File: src/rtl/px_stream_scheduler.sv
// px_stream_scheduler: arbitrates two one-entry pixel requesters into a paced per-frame pixel stream for the core
module px_stream_scheduler #(
  parameter int PX_BITS    = 24,
  parameter int FRAME_PX   = 64,
  parameter int GAP_CYCLES = 2
) (
  input  logic               clk_i,
  input  logic               reset_i,
  input  logic [1:0]         mode_i,
  input  logic               start_i,
  input  logic               req0_vld_i,
  input  logic [PX_BITS-1:0] req0_px_i,
  output logic               req0_busy_o,
  input  logic               req1_vld_i,
  input  logic [PX_BITS-1:0] req1_px_i,
  output logic               req1_busy_o,
  output logic [PX_BITS-1:0] core_px_o,
  output logic               core_px_rdy_o,
  output logic               core_start_o,
  output logic [1:0]         grant_o,
  output logic [15:0]        px_count_o,
  output logic               frame_done_o,
  output logic [1:0]         ovf_o
);
  typedef enum logic [2:0] {IDLE, ARB, ISSUE, GAP, DONE} state_t;
  state_t state_q, state_d;
  logic [1:0] mode_q, mode_d, full_q, full_d, ovf_q, ovf_d;
  logic [1:0] en, vld, acc, cand, clr;
  logic ptr_q, ptr_d, gsel_q, gsel_d, pick, issue, start_acc;
  logic [PX_BITS-1:0] hold0_q, hold0_d, hold1_q, hold1_d, px_q, px_d;
  logic [15:0] cnt_q, cnt_d, cnt_n;
  logic [3:0] gap_q, gap_d;
  assign en        = {mode_q == 2'b01 || mode_q == 2'b10, mode_q != 2'b01};
  assign vld       = {req1_vld_i, req0_vld_i};
  assign acc       = vld & en & ~full_q;
  assign cand      = full_q & en;
  assign pick      = (&cand) ? ptr_q : cand[1];
  assign issue     = state_q == ISSUE;
  assign start_acc = state_q == IDLE && start_i;
  assign clr       = issue ? (gsel_q ? 2'b10 : 2'b01) : 2'b00;
  assign cnt_n     = cnt_q + 16'd1;
  // Holding registers: capture into an empty enabled slot, drop and flag overflow when full
  always_comb begin
    full_d  = (full_q & ~clr) | acc;
    ovf_d   = (start_acc ? 2'b00 : ovf_q) | (vld & en & full_q);
    hold0_d = acc[0] ? req0_px_i : hold0_q;
    hold1_d = acc[1] ? req1_px_i : hold1_q;
  end
  // Frame sequencing: arbitrate, issue one pixel, pace with gap cycles, end at FRAME_PX
  always_comb begin
    state_d = state_q;
    mode_d  = mode_q;
    ptr_d   = ptr_q;
    gsel_d  = gsel_q;
    px_d    = px_q;
    cnt_d   = cnt_q;
    gap_d   = gap_q;
    case (state_q)
      IDLE: if (start_i) begin
        mode_d  = mode_i;
        cnt_d   = '0;
        state_d = ARB;
      end
      ARB: if (|cand) begin
        gsel_d  = pick;
        px_d    = pick ? hold1_q : hold0_q;
        ptr_d   = ptr_q ^ (mode_q == 2'b10);
        state_d = ISSUE;
      end
      ISSUE: begin
        cnt_d   = cnt_n;
        gap_d   = '0;
        state_d = (cnt_n == 16'(FRAME_PX)) ? DONE : (GAP_CYCLES == 0) ? ARB : GAP;
      end
      GAP: begin
        gap_d   = gap_q + 4'd1;
        state_d = (gap_q == 4'(GAP_CYCLES - 1)) ? ARB : GAP;
      end
      DONE: state_d = IDLE;
      default: state_d = IDLE;
    endcase
  end
  // State registers with asynchronous reset
  always_ff @(posedge clk_i or posedge reset_i) begin
    if (reset_i) begin
      state_q <= IDLE;
      mode_q  <= '0;
      full_q  <= '0;
      ovf_q   <= '0;
      ptr_q   <= 1'b0;
      gsel_q  <= 1'b0;
      hold0_q <= '0;
      hold1_q <= '0;
      px_q    <= '0;
      cnt_q   <= '0;
      gap_q   <= '0;
    end else begin
      state_q <= state_d;
      mode_q  <= mode_d;
      full_q  <= full_d;
      ovf_q   <= ovf_d;
      ptr_q   <= ptr_d;
      gsel_q  <= gsel_d;
      hold0_q <= hold0_d;
      hold1_q <= hold1_d;
      px_q    <= px_d;
      cnt_q   <= cnt_d;
      gap_q   <= gap_d;
    end
  end
  assign req0_busy_o   = full_q[0];
  assign req1_busy_o   = full_q[1];
  assign core_px_o     = px_q;
  assign core_px_rdy_o = issue;
  assign core_start_o  = state_q != IDLE;
  assign grant_o       = clr;
  assign px_count_o    = cnt_q;
  assign frame_done_o  = state_q == DONE;
  assign ovf_o         = ovf_q;
endmodule
File: config.mk
export PLATFORM = sky130hd
export DESIGN_NAME = px_stream_scheduler
export DESIGN_NICKNAME = d
export VERILOG_FILES = /design/src/rtl/px_stream_scheduler.sv
export SDC_FILE = /design/constraint.sdc
export NUM_CORES = 1
export LEC_CHECK = 0
export CAP_MARGIN = 25
export CORE_ASPECT_RATIO = 1.25
export CORE_UTILIZATION = 51
export CTS_CLUSTER_SIZE = 12
export DETAILED_ROUTE_END_ITERATION = 7
export GPL_ROUTABILITY_DRIVEN = 0
export HOLD_SLACK_MARGIN = 0.08
export PLACE_DENSITY = 0.89
export SYNTH_ARGS = -nofsm -noshare
export SYNTH_HDL_FRONTEND = slang
export SYNTH_SLANG_ARGS = --single-unit
File: constraint.sdc
create_clock -name clk_i -period 4.3 [get_ports clk_i]
set_input_delay 0.43 -clock clk_i [delete_from_list [all_inputs] [get_ports clk_i]]
set_output_delay 0.43 -clock clk_i [all_outputs]
set_load 0.05 [all_outputs]
# == Word level (Yosys, flattened, before mapping) ==
# Cells that the tools add are included.
# W data, S select, Z words.
# totals
register_bits,103
# op_classes
add_sub_neg,2
n_eq_ne,11
bitwise,10
muxes,13
n_reduce_logical,12
# ops
operator,count
$pmux W16 S2,1
$mux W24,1
$add A16 B1 Y16 const B,1
$eq A16 B7 Y1 const B,1
$mux W16,1
$pmux W3 S4,1
$and A2 B2 Y2,5
$reduce_and A2 Y1,5
$mux W3,3
$mux W2,4
$pmux W4 S2,1
$eq A3 B2 Y1 const B,2
$add A4 B1 Y4 const B,1
$eq A4 B1 Y1 const B,1
$ne A2 B2 Y1 const B,2
$not A2 Y2,2
$or A2 B2 Y2,2
$reduce_bool A2 Y1,2
$eq A3 B1 Y1 const B,1
$eq A3 B3 Y1 const B,1
$logic_not A3 Y1,1
$reduce_bool A3 Y1,1
$eq A2 B1 Y1 const B,1
$eq A2 B2 Y1 const B,1
other kinds (6),6

# == Logic depth before layout (Yosys ltp) ==
# Gate-level depths: netlist of run 1.
# logic_depth
ltp_word,6
mapped_depth,10
ltp_nobuf,8

# == Worst setup path before layout of run 1 ==
# No wires, ideal clock.
# synth_timing
kind,register -> register
from,"reg cnt_q[0], in the netlist px_count_o[0]"
to,reg state_q[1]
path_buffers,1
required_ps,4171
setup_ps,129
slack_ps,1911
stages_incl_launch_ff,9
synth_period_minus_slack_ps,2389
arrival_ps,2260
cell_sequence,dfrtp_1 ha_1 clkbuf_1 nand3_1 nor3_2 nand3_1 a22o_1 o311ai_1 a21oi_1
# synth_via
elab_chain_len,4
# synth_lines
element,line_no,rtl
start: declaration,31,"logic [15:0] cnt_q, cnt_d, cnt_n;"
start signal: assignment,107,cnt_q <= cnt_d;
$add A16 B1 Y16,41,assign cnt_n = cnt_q + 16'd1;
$eq A16 B7 Y1,73,state_d = (cnt_n == 16'(FRAME_PX)) ? DONE : (GAP_CYCLES == 0) ? ARB : GAP;
$mux W3,73,
$pmux W3 S4,58,case (state_q)
end signal: assignment,98,state_q <= state_d;
end: declaration,26,"state_t state_q, state_d;"
# Every way passes these cells.
# A chain may end at the register's enable or synchronous reset.

# == Worst setup path in the final report of run 1 ==
# layout_timing
from,reg state_q[1]
to,out grant_o[1]
# layout_via
elab_chain_len,2
# layout_lines
element,line_no,rtl
$eq A3 B2 Y1,38,assign issue = state_q == ISSUE;
$mux W2,40,assign clr = issue ? (gsel_q ? 2'b10 : 2'b01) : 2'b00;
end: declaration,20,"output logic [1:0] grant_o,"
# Every way passes these cells.

==> results of run 1 <==
-- final timing paths --
path | start | end | slack [ns] | cells past startpoint
setup / recovery | state_q[1] | grant_o[1] | 1.13 | 7
hold / removal | ptr_q | ptr_q | 0.50 | 1
setup reg to reg | state_q[2] | px_count_o[8] | 1.85 | 7
hold reg to reg | ptr_q | ptr_q | 0.50 | 1
max in group asynchronous | reset_i | mode_q[0] | 2.73 | 3
min in group asynchronous | reset_i | gap_q[1] | 0.60 | 2
-- report_power, final --
group	leakage [nW]	switching, W	internal (W)	total (W)
logic	1.17	0.00140	0.000984	0.00239
registers	1.23	0.000324	0.00141	0.00174
clock network	0.105	0.000343	0.000295	0.000637
-- cell type report --
type / count / share of cell area (%)
inverter: 12 / 0.787
clock inverter: 6 / 1.24
timing repair buffer: 108 / 17.7
sequential: 103 / 42.7
clock buffer: 10 / 2.28
tap: 120 / 2.48
multi-input combinational: 273 / 32.9
-- layout by cell type (no fill, tap or decap), types with 17 or more instances in the layout --
cell type,netlist,layout
nand3_1,17,17
nand2_1,19,19
clkdlybuf4s50_1,0,103
nor2_1,38,38
mux2_2,51,51
a21oi_1,29,29
mux2i_1,25,25
o21ai_0,24,24
dfrtp_1,103,103
-- registers in the layout, indices dropped and copies added, names as in the netlist --
name	count
core_px_o	24
full_q	2
gap_q	4
gsel_q	1
hold0_q	24
hold1_q	24
mode_q	2
ovf_o	2
ptr_q	1
px_count_o	16
state_q	3
-- metrics by stage --
step / std cells / total power [W] / utilization [%]
after floorplan: 412 / 0.00343 / -
after global placement: 616 / 0.00404 / 66.3
after CTS: 632 / 0.00480 / 68.7
final: 632 / 0.00476 / 68.7
after detailed placement: 616 / 0.00416 / 66.3
after global routing: 632 / 0.00503 / 68.7
-- logic make-up after synthesis --
logic type / after synthesis / share of synthesized area [%]
and+or+nand+nor: 110 / 12.1
AOI/OAI and AO/OA: 72 / 8.93
xor gates and xnor gates: 9 / 1.68
DFF: 103 / 54.9
muxes: 76 / 17.6
adders and majority gates: 6 / 1.60
buffers and inverters: 36 / 3.20
-- worst reg2reg max path: stages (launching register included) --
cell and delay, ns:
dfrtp_1 0.48, nand2b_1 0.33, nand2b_1 0.16, buf_4 0.25
inv_2 0.17, a21oi_1 0.64, o21bai_1 0.22, a22o_1 0.15
-- per-layer routing --
metal / global-route usage (%) / vias to the layer above / routed length (µm)
li1: - / 1633 / -
met1: 27.5 / 1756 / 4120
met2: 39.4 / 127 / 5370
met3: 3.56 / 19 / 567
met4: 11.6 / 0 / 261
met5: 0 / - / 0
==> results_dict.tcl, run 1 <==
set metrics [dict create \
    whs_ns 0.503 \
    hold_viol 0 \
    synth-seq-cells 103 \
    yosysMostFrequentCell "dfrtp_1" \
    drive_gt1_share_pct 16.4 \
    worstSetupPathType "flop to output pin" \
    clk_path_buf_depth 2 \
    cts.hold.buffers_added 0 \
    synth_edf_count 0 \
    path_clk_slew_ns 0.10 \
    place_ws_ns 1.54 \
    cpMostUsedCell "nand2b_1" \
    grt_pass1_wl_um 16500 \
    dpl_cell_area_um2 5830 \
    crit_arrival_ns 2.74 \
    coreArea_um2 8800 \
    wire_per_inst_um 16.3 \
    layout_setup_ws_ns 1.13 \
    start_util_pct 53.3 \
    critPathLaunchType "flop" \
    synth_top_area_cell "dfrtp_1" \
    clk_latency_ns 0.36 \
    yosys-top-cells-area "dfrtp_1, mux2_2, mux2i_1" \
    drv_cap 0 \
    syn_area_um2 4690 \
    drt_wl_total_um 10300 \
    io_pins 104 \
    p_leak_nw 2.51 \
    fin_area_um2 6040 \
    irDropWorstVdd_mv 0.463 \
    synth_common_cells "dfrtp_1, mux2_2, nor2_1" \
    drtIter0Drc 204 \
    rsz0062_at_grt "no" \
    hold_class "flop to flop" \
    drc 0 \
    final_antenna_net_count 0 \
    grt_overflow 0 \
    syn2layout_area_growth_pct 28.8 \
    path_delay_family "buffers and inverters" \
    grt_max_degree 74 \
    crit_required_ns 3.87 \
    powerDensity_nw_per_um2 788 \
    die_y_um 109 \
    yosys.area.top_type_share_pct 54.9 \
    htree_levels 3 \
    critical-path-max-stage-delay_ns 0.79 \
    max_slew_margin_pct 40.8 \
    drtPass1Iterations 4 \
    synth-async-reset-ratio_pct 100 \
    vias 3535 \
    cts_tree "yes" \
    crit_path_max_fanout 24 \
    num_rows 38 \
    cts-buffers-inserted 9 \
    nets 568 \
    synth_seq_area_share_pct 54.9 \
    synthesis.nets 473 \
    slowest_stage "clkdlybuf4s50_1" \
    cts_resized 0 \
    setup_viol 0 \
    die_w_um 87.8 \
    antenna_found_initial 0 \
    cts_setup_buffers 0 \
    fin_crit_sh_pct 73.7 \
    status "finished clean" \
    ys_types 39 \
    crit_chain "nand2b_1, nand2b_1, buf_4, inv_2, nand2_1, inv_1, clkdlybuf4s50_1" \
    max_freq_ghz 0.316 \
    cts.root.buffer_cell "clkbuf_8" \
    fin_worst_skew_ns 0.0114 \
    multi_input_area_um2 1990 \
    synthCells 412 \
    drv_slew 0 \
    num_antenna_cells 0 \
    ys.flop_type "dfrtp_1" \
    crit_buf_inv 4 \
    seqCellArea_um2 2580 \
    end_kind "output pin" \
    avgViaCountPerCell 5.59 \
    grt_usage_pct 22.8 \
    io_buffers 103 \
    clkSinkCount 103 \
    syn_avg_cell_area_um2 11.4 \
    period_needed_ns 3.17 \
    hpwlAfterDp_um 7210 \
    setup_tns_ns 0 \
    grt_pass1_vias 3505 \
    fillCellCount 645 \
    die-area_um2 9590 \
    synth_warnings 0 \
    worst_pin_slew_ns 0.887 \
]
Note: power is estimated with default switching activity, not from simulation.
==> inputs of run 2 (changes only) <==
--- a/config.mk
+++ b/config.mk
@@ -7,12 +7,12 @@
 export LEC_CHECK = 0
 export CAP_MARGIN = 25
 export CORE_ASPECT_RATIO = 1.25
-export CORE_UTILIZATION = 51
+export CORE_UTILIZATION = 46
 export CTS_CLUSTER_SIZE = 12
 export DETAILED_ROUTE_END_ITERATION = 7
 export GPL_ROUTABILITY_DRIVEN = 0
 export HOLD_SLACK_MARGIN = 0.08
-export PLACE_DENSITY = 0.89
+export PLACE_DENSITY = 0.85
 export SYNTH_ARGS = -nofsm -noshare
 export SYNTH_HDL_FRONTEND = slang
 export SYNTH_SLANG_ARGS = --single-unit
==> constraint.sdc (replaced) <==
create_clock -name clk_i -period 2.6 [get_ports clk_i]
set_input_delay 0.26 -clock clk_i [delete_from_list [all_inputs] [get_ports clk_i]]
set_output_delay 0.26 -clock clk_i [all_outputs]
set_load 0.05 [all_outputs]
==> results_dict.tcl, run 2 (synthesis gave the netlist of run 1 again) <==
set metrics [dict create \
    status "finished clean" \
    io_buffers 103 \
    path_clk_slew_ns 0.07 \
    worstSetupPathType "flop to output pin" \
    maxUsedRoutingLayer "met4" \
    cts_setup_buffers 0 \
    worst_pin_slew_ns 0.820 \
    vias 3551 \
    critPathLaunchType "flop" \
    start_util_pct 48.1 \
    drt-met1-wl_um 4400 \
    die_w_um 92.3 \
    layout_commonest_cell "dfrtp_1" \
    layout_setup_ws_ns 0.254 \
    coreArea_um2 9760 \
    drc 0 \
    irDropWorstVdd_mv 0.756 \
    hpwlAfterDp_um 7430 \
    timing.rr.end "state_q[0]" \
    antenna_found_initial 0 \
    fillCellCount 773 \
    die-area_um2 10600 \
    drv_cap 0 \
    htree_levels 3 \
    drtIter0Drc 278 \
    grt_pass1_wl_um 18000 \
    hold_viol 0 \
    whs_ns 0.402 \
    fin_worst_skew_ns 0.00949 \
    drt_wl_total_um 10800 \
    reg2reg_slack_ns 0.29 \
    grt_usage_pct 21.8 \
    io_pins 104 \
    final_antenna_net_count 0 \
    route.met3.wl_um 460 \
    place_ws_ns 0.433 \
    cts-buffers-inserted 9 \
    worst-r2r-cell-count 7 \
    setup_tns_ns 0 \
    num_rows 40 \
    fin_crit_sh_pct 90.2 \
    syn2layout_area_growth_pct 33.7 \
    end_kind "output pin" \
    drv_slew 0 \
    grt_overflow 0 \
    cts_resized 0 \
    avgViaCountPerCell 5.53 \
    period_needed_ns 2.35 \
    crit_required_ns 2.34 \
    die_y_um 115 \
    cts_tree "yes" \
    powerDensity_nw_per_um2 1350 \
    setup_viol 0 \
    max_freq_ghz 0.426 \
    drtPass1Iterations 7 \
    crit_path_max_fanout 12 \
    hold_class "input pin to async pin" \
    regToRegStartpoint "px_count_o[0]" \
    rsz0062_at_grt "no" \
    drive_gt1_share_pct 17.6 \
    met2_length_um 5530 \
    num_antenna_cells 0 \
    clk_path_buf_depth 2 \
    max_slew_margin_pct 45.4 \
    p_leak_nw 2.61 \
    cts.hold.buffers_added 0 \
    nets 572 \
    clkSinkCount 103 \
    final_cell_mix "dfrtp_1, clkdlybuf4s50_1, mux2_2" \
    grt_pass1_vias 3636 \
    wire_per_inst_um 16.8 \
    cts.root.buffer_cell "clkbuf_16" \
    grt_max_degree 104 \
    clk_latency_ns 0.35 \
    crit_arrival_ns 2.09 \
]
[run 2: cell types whose count changed in the layout (fill, tap and decap cells not counted)]
| cell | previous run | this run |
|---|---|---|
| clkbuf_8 | 10 | 0 |
| inv_6 | 2 | 0 |
| inv_4 | 1 | 0 |
| clkbuf_16 | 0 | 9 |
| buf_4 | 5 | 7 |
| clkinv_4 | 1 | 3 |
| clkinv_2 | 0 | 1 |
| bufinv_16 | 1 | 3 |
| clkdlybuf4s50_1 | 103 | 100 |
| buf_12 | 0 | 5 |
| inv_8 | 1 | 0 |
[run 2: metrics by stage]
stage	instance area, µm²	util, %	cells	power, W
floorplan	4700	-	412	0.00567
global route	6270	64.3	642	0.00899
finish	6270	64.3	642	0.00849
detailed placement	5920	60.7	626	0.00696
CTS	6270	64.3	642	0.00854
global placement	5920	60.7	626	0.00678
[run 2: layout make-up]
class / count / area, µm² / share of cell area (%)
flip-flops and latches: 103 / 2580 / 41.1
multi-input cells: 273 / 1990 / 31.7
repair buffers: 112 / 1150 / 18.4
clock buffers: 9 / 225 / 3.59
well taps: 126 / 158 / 2.51
clock inverters: 7 / 121 / 1.94
inverters: 12 / 48.8 / 0.778
[run 2: worst max-delay path by stage]
stage / cells after the start / endpoint / start / slack (ns)
global placement: 7 / core_px_o[20] / mode_q[0] / 0.55
detailed placement: 7 / core_px_o[3] / mode_q[0] / 0.43
floorplan: 8 / state_q[1] / px_count_o[0] / 0.21
finish: 7 / grant_o[1] / state_q[1] / 0.25
global route: 7 / grant_o[1] / state_q[1] / 0.12
CTS: 7 / grant_o[1] / state_q[1] / 0.27
[run 2: critical path, cell delays in order, from the launching register on]
cell	delay, ns
dfrtp_1	0.54
nand2b_1	0.27
nand2b_1	0.27
inv_2	0.09
buf_4	0.20
nand2_1	0.12
inv_1	0.11
buf_12	0.14
[run 2: report_power, final]
group	leakage, nW	total, W	internal [W]	switching, W
clock	0.170	0.00153	0.000944	0.000591
combinational	1.21	0.00406	0.00171	0.00235
sequential	1.23	0.00290	0.00234	0.000556
total	2.61	0.00849	0.00500	0.00350
[run 2: layer usage]
metal	GRT usage (%)	vias up
li1	-	1650
met1	27.1	1747
met2	36.5	125
met3	3.24	29
met4	12.4	0
met5	0	-
